==> config.mk <==
export PLATFORM = sky130hd
export DESIGN_NAME = fetch_queue
export DESIGN_NICKNAME = d
export VERILOG_FILES = /design/src/rtl/fetch_queue.sv
export SDC_FILE = /design/constraint.sdc
export NUM_CORES = 1
export LEC_CHECK = 0
export ABC_CLOCK_PERIOD_IN_PS = 12850
export BUFFER_PORTS_ARGS = -buffer_cell sky130_fd_sc_hd__buf_4
export CAP_MARGIN = 10
export CELL_PAD_IN_SITES_DETAIL_PLACEMENT = 1
export CELL_PAD_IN_SITES_GLOBAL_PLACEMENT = 2
export CORE_MARGIN = 2
export CORE_UTILIZATION = 48
export DETAILED_ROUTE_END_ITERATION = 12
export PLACE_DENSITY = 0.93
export SYNTH_ARGS = -nofsm -noshare
export SYNTH_HDL_FRONTEND = slang
export SYNTH_SLANG_ARGS = --single-unit
==> constraint.sdc <==
create_clock -name clk -period 12.85 [get_ports clk]
set_input_delay 1.285 -clock clk [delete_from_list [all_inputs] [get_ports clk]]
set_output_delay 1.285 -clock clk [all_outputs]
set_load 0.02 [all_outputs]
==> src/rtl/fetch_queue.sv <==
// fetch_queue: fetch-bundle FIFO between the fetch unit and the IF/ID register.
// Lets I-cache fetch run ahead of decode back-pressure.
//
// The head entry is presented first-word-fall-through. When the queue is
// empty, a bubble is presented instead: pc, recv_pc and pred are 0, and inst
// is NOP_INST.
//
// Ports:
//   clk, rst                 clock (rising edge), async active-high reset
//   fetch_valid              fetch unit presents a bundle
//   pc/inst/recv_pc_fetch_in bundle payload; pred_result_in carries the
//                            per-slot prediction bits
//   fetch_ready              queue can accept a push (= ~full)
//   stall                    head is held (not consumed) while high
//   flush                    empties the queue at the next edge
//   *_to_dec                 head payload, or the bubble when empty
//   q_valid                  head valid (= ~empty)
//   q_count                  occupancy, 0..DEPTH
module fetch_queue #(
  parameter int          DEPTH    = 4,
  parameter int          PTR_W    = 2,
  parameter logic [63:0] NOP_INST = 64'h0
) (
  input  logic             clk,
  input  logic             rst,
  input  logic             fetch_valid,
  input  logic [63:0]      pc_fetch_in,
  input  logic [63:0]      inst_fetch_in,
  input  logic [63:0]      recv_pc_fetch_in,
  input  logic [3:0]       pred_result_in,
  output logic             fetch_ready,
  input  logic             stall,
  input  logic             flush,
  output logic [63:0]      pc_to_dec,
  output logic [63:0]      inst_to_dec,
  output logic [63:0]      recv_pc_to_dec,
  output logic [3:0]       pred_result_to_dec,
  output logic             q_valid,
  output logic [PTR_W:0]   q_count
);

  // 196-bit entry
  typedef struct packed {
    logic [63:0] pc;
    logic [63:0] inst;
    logic [63:0] recv_pc;
    logic [3:0]  pred;
  } entry_t;

  entry_t             r_mem [DEPTH];
  logic [PTR_W-1:0]   r_rd_ptr, r_wr_ptr;
  logic [PTR_W:0]     r_count;

  logic   w_full, w_empty, w_push, w_pop;
  entry_t w_head;

  assign w_full  = (r_count == (PTR_W+1)'(DEPTH));
  assign w_empty = (r_count == '0);
  // Flush wins over both sides; a bundle offered alongside flush is dropped.
  assign w_push  = fetch_valid & ~w_full & ~flush;
  assign w_pop   = ~w_empty & ~stall & ~flush;

  always_ff @(posedge clk or posedge rst) begin
    if (rst) begin
      r_rd_ptr <= '0;
      r_wr_ptr <= '0;
      r_count  <= '0;
    end else if (flush) begin
      r_rd_ptr <= '0;
      r_wr_ptr <= '0;
      r_count  <= '0;
    end else begin
      if (w_push) r_wr_ptr <= r_wr_ptr + PTR_W'(1);
      if (w_pop)  r_rd_ptr <= r_rd_ptr + PTR_W'(1);
      case ({w_push, w_pop})
        2'b10:   r_count <= r_count + (PTR_W+1)'(1);
        2'b01:   r_count <= r_count - (PTR_W+1)'(1);
        default: r_count <= r_count;
      endcase
    end
  end

  // Storage needs no reset: count gates every read.
  always_ff @(posedge clk) begin
    if (w_push) r_mem[r_wr_ptr] <= '{pc: pc_fetch_in, inst: inst_fetch_in,
                                     recv_pc: recv_pc_fetch_in, pred: pred_result_in};
  end

  assign w_head = r_mem[r_rd_ptr];

  always_comb begin
    pc_to_dec          = 64'h0;
    inst_to_dec        = NOP_INST;
    recv_pc_to_dec     = 64'h0;
    pred_result_to_dec = 4'h0;
    if (!w_empty) begin
      pc_to_dec          = w_head.pc;
      inst_to_dec        = w_head.inst;
      recv_pc_to_dec     = w_head.recv_pc;
      pred_result_to_dec = w_head.pred;
    end
  end

  assign fetch_ready = ~w_full;
  assign q_valid     = ~w_empty;
  assign q_count     = r_count;

endmodule

==> reports/metrics.cfg, run 1 <==
[route]
routed_via_density=5.49
drc=0
drt_iter0_drc=953
wl_per_cell_um=26.5
dr.pass1.iters=5
final_antenna_net_count=0
vias=14500
routed_wl_mm=69.9

[hold_path]
hold_class=reg2reg
holdPathStages=2

[worst_setup_path]
startpoint_type=flip-flop
r2r_cells=6
cp-end-kind=output pin
critPathKind=reg2out
required_ns=11.56
path_max_fanout=48
cp.arrival_ns=4.11

[finish]
drive_gt1_share_pct=41.1
areaGrowthSynthToFinish_pct=21.3
fin_cells=2637
layout_common_cells=edfxtp_1 (784), buf_4 (421), mux4_2 (196), and2_1 (196), clkbuf_16 (83)
fin_nets=1944
layout_commonest_cell=edfxtp_1
fillers=5226
regArea_mm2=0.0237
antennaDiodeCount=0
multi_input_area_mm2=0.00596
utilization_pct=59.0

[die]
io_pins=402
fp.coreArea_mm2=0.0618
num_rows=91
die_h_um=254
die_area_mm2=0.0647
die_w_um=254
start_util_pct=48.7

[grt]
overflow=0
track_usage_pct=21.8
antenna_found_initial=7
grt_pass1_wl_mm=103
grt_pass1_vias=16000
grt_max_degree=97

[placement]
port_buffers=401
dp.cells=2493
routabilityCongestion=0.756
placement.setup.worst_slack_ns=7.90
place_hpwl_mm=43.1

[timing]
finalSetupViolCount=0
finalCritPeriodShare_pct=42.0
fin_tns_setup_ns=0
drv_slew=0
min_period_ns=5.40
rsz0062_at_grt=no
finalHoldViolations=0
timing.slew.headroom_pct=25.1
fin_worst_skew_ns=0.0224
clock.fmax_mhz=185
fin_ws_ns=7.45
worst_pin_slew_ns=1.12
whs_ns=0.600

[clock_tree]
clkTransAtPathRegs_ns=0.06
postCtsHoldBufs=0
cts_tree=built
cts_setup_buffers=0
clock_path_buffers=3
cts_resized=0
cts_buffers=80
cts_sinks=791
clk_latency_ns=0.62
clockRootBuffer=clkbuf_16
cts-htree-levels=3

[yosys]
synth-seq-cells=791
syn-cell-area_mm2=0.0301
syn-mean-instance-area_um2=23.1
synth_top_flop_cell=edfxtp_1
syn-num-nets=1509
synth_edf_count=784
syn_inst=1303
synth_cell_types=28
yosysSeqAreaShare_pct=78.8
ys_warn_count=0
ys_async_sr_fraction_pct=0.885

[power]
powerDensity_mw_per_mm2=163
leakagePower_nw=12.3
ir_drop_v=0.000124

[run]
cap_violations=0

[outcome]
outcome=complete, no violations

-- flip-flops by register name, indices dropped and copies added (netlist names) --
register	cells
r_rd_ptr	2
q_count	3
r_wr_ptr	2
r_mem	784
-- synthesized netlist by cell type, drive strengths merged (2+ instances only) --
master | n | area share (%)
edfxtp | 784 | 78
nor2b | 2 | 0.042
buf | 38 | 0.92
xnor2 | 2 | 0.058
and2 | 200 | 4.2
inv | 7 | 0.087
o2111ai | 2 | 0.058
nand2b | 2 | 0.042
clkbuf | 30 | 0.37
a21oi | 5 | 0.083
nand2 | 5 | 0.062
nor2 | 6 | 0.075
dfrtp | 7 | 0.58
ha | 4 | 0.17
mux4 | 196 | 15
nand3 | 2 | 0.033
-- power breakdown --
group / leakage (nW) / total (mW) / switching [mW] / internal [mW]
sequential: 7.21 / 2.95 / 0.0290 / 2.93
combinational: 3.82 / 0.695 / 0.388 / 0.307
clock: 1.26 / 2.28 / 0.941 / 1.34
total: 12.3 / 5.93 / 1.36 / 4.57
-- per-layer routing --
| metal | track usage, % | part of all wire (%) | wire length [um] | vias to the layer above |
|---|---|---|---|---|
| li1 | - | - | - | 6214 |
| met4 | 6.18 | 2.3 | 1590 | 12 |
| met3 | 6.43 | 8.0 | 5570 | 119 |
| met1 | 27.6 | 39 | 27000 | 7653 |
| met2 | 36.7 | 51 | 35700 | 485 |
| met5 | 0 | 0.12 | 81 | - |
-- stage by stage --
| step | total power [mW] | instance area (um2) |
|---|---|---|
| 6_report | 5.93 | 36500 |
| 5_1_grt | 6.12 | 36500 |
| 4_1_cts | 6.00 | 36500 |
| 3_5_place_dp | 3.71 | 33900 |
| 3_3_place_gp | 3.68 | 33900 |
| 2_1_floorplan | 3.41 | 30100 |
-- worst paths after layout --
check | from | end | slack, ns
max | r_rd_ptr[0] | pc_to_dec[58] | 7.45
max reg2reg | q_count[0] | r_mem[2][121] | 9.08
min in group asynchronous | rst | r_rd_ptr[0] | 0.64
max in group asynchronous | rst | r_rd_ptr[1] | 11.93
min reg2reg | r_wr_ptr[1] | r_wr_ptr[1] | 0.60
min | r_wr_ptr[1] | r_wr_ptr[1] | 0.60
-- critical path, stage by stage (launching register included) --
cell,delay (ns)
dfrtp_4,0.71
buf_4,0.86
buf_4,0.89
mux4_2,0.60
and2_1,0.19
buf_4,0.16
-- layout make-up --
class / count / share of cell area, %
clock buffer: 98 / 5.85
clock inverter: 46 / 1.18
inverter: 7 / 0.0789
multi-input combinational: 437 / 16.3
sequential: 791 / 65.0
tap: 837 / 2.87
timing repair buffer: 421 / 8.66
-- kinds of logic (layout without fill, tap and decap cells) --
| kind of cell | count (synthesis) | count (layout) | share of synthesized area [%] |
|---|---|---|---|
| DFF | 791 | 791 | 78.8 |
| muxes | 196 | 196 | 14.7 |
| AOI/OAI and AO/OA | 12 | 12 | 0.270 |
| buffers and inverters | 75 | 572 | 1.38 |
| and+or+nand+nor | 222 | 222 | 4.54 |
| adders and majority gates | 5 | 5 | 0.233 |
| xor gates and xnor gates | 2 | 2 | 0.0582 |
No activity file was read; power rests on OpenSTA's default activity.
==> inputs of run 2 (changes only) <==
ABC_AREA = 1   (was default)
ABC_CLOCK_PERIOD_IN_PS = 4900   (was 12850)
CORE_UTILIZATION = 36   (was 48)
PLACE_DENSITY = 0.85   (was 0.93)
clock period = 4.9 ns   (was 12.85 ns; I/O delays follow)
==> run 2 against run 1 <==
Compared with the run above:
- sequential power grew to 2.7 times the previous value
- non-clock buffer count grew 22
- hold slack lost 0.55 ns
- first-iteration DRC count grew 48%
- global-route usage shrank 2.8 points
- worst setup slack lost 6.2 ns
- critical endpoint is now inst_to_dec[24]
- highest routed layer unchanged
- clock skew grew 0.010 ns
==> reports/metrics.cfg, run 2 <==
[worst_setup_path]
path_delay_family=buffers and inverters  ; unchanged
path_max_fanout=202  ; was 48
startpoint_type=flip-flop  ; unchanged
cp-end-kind=output pin  ; unchanged
path_depth=6  ; was 5
critPathKind=reg2out  ; unchanged
cp_num_buf_inv=2  ; was 3
crit_path_cell_trace=buf_12 -> nor2_1 -> nor2_1 -> o21ai_0 -> a21oi_1 -> buf_4  ; was buf_4 -> buf_4 -> mux4_2 -> and2_1 -> buf_4
worst_path_most_repeated_cell=nor2_1  ; was buf_4
max_stage_delay_ns=0.69  ; was 0.89 ns
crit_slowest_cell=dfrtp_4  ; was buf_4
cp.arrival_ns=3.18  ; was 4.11 ns
r2r_cells=7  ; was 6
required_ns=4.41  ; was 11.56 ns

[outcome]
outcome=complete, no violations  ; unchanged

[yosys]
ys_async_sr_fraction_pct=0.885  ; unchanged
syn-num-nets=2581  ; was 1,509
syn_inst=2375  ; was 1,303
synth_common_cells=nor2_1 (790), edfxtp_1 (784), o21ai_0 (340)  ; was edfxtp_1 (784), and2_1 (200), mux4_2 (196)
synth_cell_types=22  ; was 28
yosysSeqAreaShare_pct=76.8  ; was 78.8%
synth-seq-cells=791  ; unchanged
synth_top_flop_cell=edfxtp_1  ; unchanged
synth.area.mux_share_pct=0  ; was 14.7%
syn-mean-instance-area_um2=13.0  ; was 23.1 um2
synth_area_leader_cell=edfxtp_1  ; unchanged
syn-cell-area_mm2=0.0309  ; was 0.0301 mm2
synth_top_family_by_area=simple AND/OR/NAND/NOR gates  ; was multiplexers
yosysMostFrequentCell=nor2_1  ; was edfxtp_1
synthAdderAreaFrac_pct=0.227  ; was 0.233%
ys_warn_count=0  ; unchanged
yosys.area_share.simple_pct=9.91  ; was 4.54%
synthTopCellsByArea=edfxtp_1 (76%), nor2_1 (9.6%), o21ai_0 (5.5%)  ; was edfxtp_1 (78%), mux4_2 (15%), and2_1 (4.2%)
synth_edf_count=784  ; unchanged
synth_compound_area_share_pct=9.66  ; was 0.270%
netlist.area_leader.share_pct=76.3  ; was 78.3%
synth_xor_area_share_pct=0.0284  ; was 0.0582%

[die]
fp.coreArea_mm2=0.0850  ; was 0.0618 mm2
die_h_um=297  ; was 254 um
die_w_um=297  ; was 254 um
io_pins=402  ; unchanged
start_util_pct=36.3  ; was 48.7%
die_area_mm2=0.0881  ; was 0.0647 mm2
num_rows=107  ; was 91

[route]
vias=20100  ; was 14,500
routed_wl_mm=85.2  ; was 69.9 mm
drc=0  ; unchanged
dr.pass1.iters=5  ; unchanged
final_antenna_net_count=0  ; unchanged
routed_via_density=5.06  ; was 5.49
drt_iter0_drc=1415  ; was 953
wl_per_cell_um=21.4  ; was 26.5 um

[clock_tree]
cts_resized=0  ; unchanged
cts_setup_buffers=0  ; unchanged
clk_latency_ns=0.63  ; was 0.62 ns
cts_tree=built  ; unchanged
cts_sinks=791  ; unchanged
clockRootBuffer=clkbuf_16  ; unchanged
cts-htree-levels=3  ; unchanged
cts_buffers=86  ; was 80
clock_path_buffers=3  ; unchanged
clkTransAtPathRegs_ns=0.07  ; was 0.06 ns

[power]
leakagePower_nw=13.3  ; was 12.3 nW
ir_drop_v=0.000779  ; was 0.000124 V
powerDensity_mw_per_mm2=578  ; was 163 mW/mm2

[timing]
clock.fmax_mhz=273
rsz0062_at_grt=no  ; unchanged
timing.slew.headroom_pct=17.8  ; was 25.1%
finalSetupViolCount=0  ; unchanged
min_period_ns=3.67
worst_pin_slew_ns=1.23  ; was 1.12 ns
fin_tns_setup_ns=0  ; unchanged
finalHoldViolations=0  ; unchanged
drv_slew=0  ; unchanged
fin_worst_skew_ns=0.0326  ; was 0.0224 ns
finalCritPeriodShare_pct=74.9
whs_ns=0.0497  ; was 0.600 ns

[finish]
top_register=r_mem  ; unchanged
regArea_mm2=0.0237  ; unchanged
layout_commonest_cell=nor2_1  ; was edfxtp_1
final_area_mm2=0.0379  ; was 0.0365 mm2
areaGrowthSynthToFinish_pct=22.7  ; was 21.3%
layout_common_cells=nor2_1 (786), edfxtp_1 (784), buf_4 (425)  ; was edfxtp_1 (784), buf_4 (421), mux4_2 (196), and2_1 (196), clkbuf_16 (83)
drive_gt1_share_pct=20.4  ; was 41.1%
fillers=8818  ; was 5,226
largest_register_ffs=784  ; unchanged
fin_nets=2961  ; was 1,944
multi_input_area_mm2=0.00615  ; was 0.00596 mm2

[hold_path]
hold_class=in2reg  ; was reg2reg
holdPathStages=1  ; was 2

[run]
cap_violations=0  ; unchanged

[placement]
routabilityCongestion=0.764  ; was 0.756
place_hpwl_mm=49.6  ; was 43.1 mm
place_area_mm2=0.0349  ; was 0.0339 mm2
port_buffers=401  ; unchanged

[grt]
grt_pass1_wl_mm=129  ; was 103 mm
overflow=0  ; unchanged
antenna_found_initial=12  ; was 7
track_usage_pct=19.0  ; was 21.8%
grt_max_degree=203  ; was 97
grt_pass1_vias=21600  ; was 16,000

-- run 2: kinds of logic (layout without fill, tap and decap cells) --
group | count (synthesis) | in the layout
other | 0 | 8
flip-flops | 791 | 791
AO/OA/AOI/OAI | 596 | 596
adder cells (fa/ha/maj) | 5 | 5
buffers and inverters | 168 | 615
XOR/XNOR | 1 | 1
AND/OR/NAND/NOR | 814 | 814
-- run 2: layer usage --
metal  wire, um  global-route usage [%]
met3       3970                    3.07
met1      34000                    23.0
met5         50                       0
met2      44400                    33.5
met4       2790                    7.67
-- run 2: per-stage QoR --
step / power (mW) / instances / util [%] / worst slack, ns
floorplan: 12.4 / 2375 / - / -1.83
CTS: 22.2 / 3966 / 44.5 / 1.15
finish: 21.9 / 3974 / 44.6 / 1.23
global route: 22.9 / 3974 / 44.6 / 1.03
global placement: 15.2 / 3810 / 41.1 / 1.92
detailed placement: 15.4 / 3810 / 41.1 / 1.85
-- run 2: cell type report --
class | count | share of cell area, %
multi-input cells | 1416 | 16.2
inverters | 17 | 0.215
well taps | 1144 | 3.78
clock buffers | 102 | 5.95
diodes | 8 | 0.0528
clock inverters | 53 | 1.81
repair buffers | 443 | 9.34
flip-flops and latches | 791 | 62.6
-- run 2: what timing repair did --
| item | CTS | global route |
|---|---|---|
| hold buffers | 1 | 0 |
| setup endpoints to repair | 0 | 0 |
| hold endpoints to repair | 7 | 0 |
-- run 2: final timing paths --
| path | endpoint | slack [ns] | from |
|---|---|---|---|
| min in group asynchronous | q_count[1] | 0.38 | rst |
| max reg2reg | r_mem[3][174] | 1.96 | q_count[1] |
| min reg2reg | q_count[2] | 0.61 | q_count[2] |
| min | r_mem[3][160] | 0.05 | pc_fetch_in[28] |
| max | inst_to_dec[24] | 1.23 | r_rd_ptr[0] |
| max in group asynchronous | r_rd_ptr[1] | 4.18 | rst |
-- run 2: power breakdown --
part	internal, mW	total (mW)	switching [mW]
sequential	7.86	8.01	0.150
combinational	2.31	7.18	4.87
clock	4.05	6.72	2.67
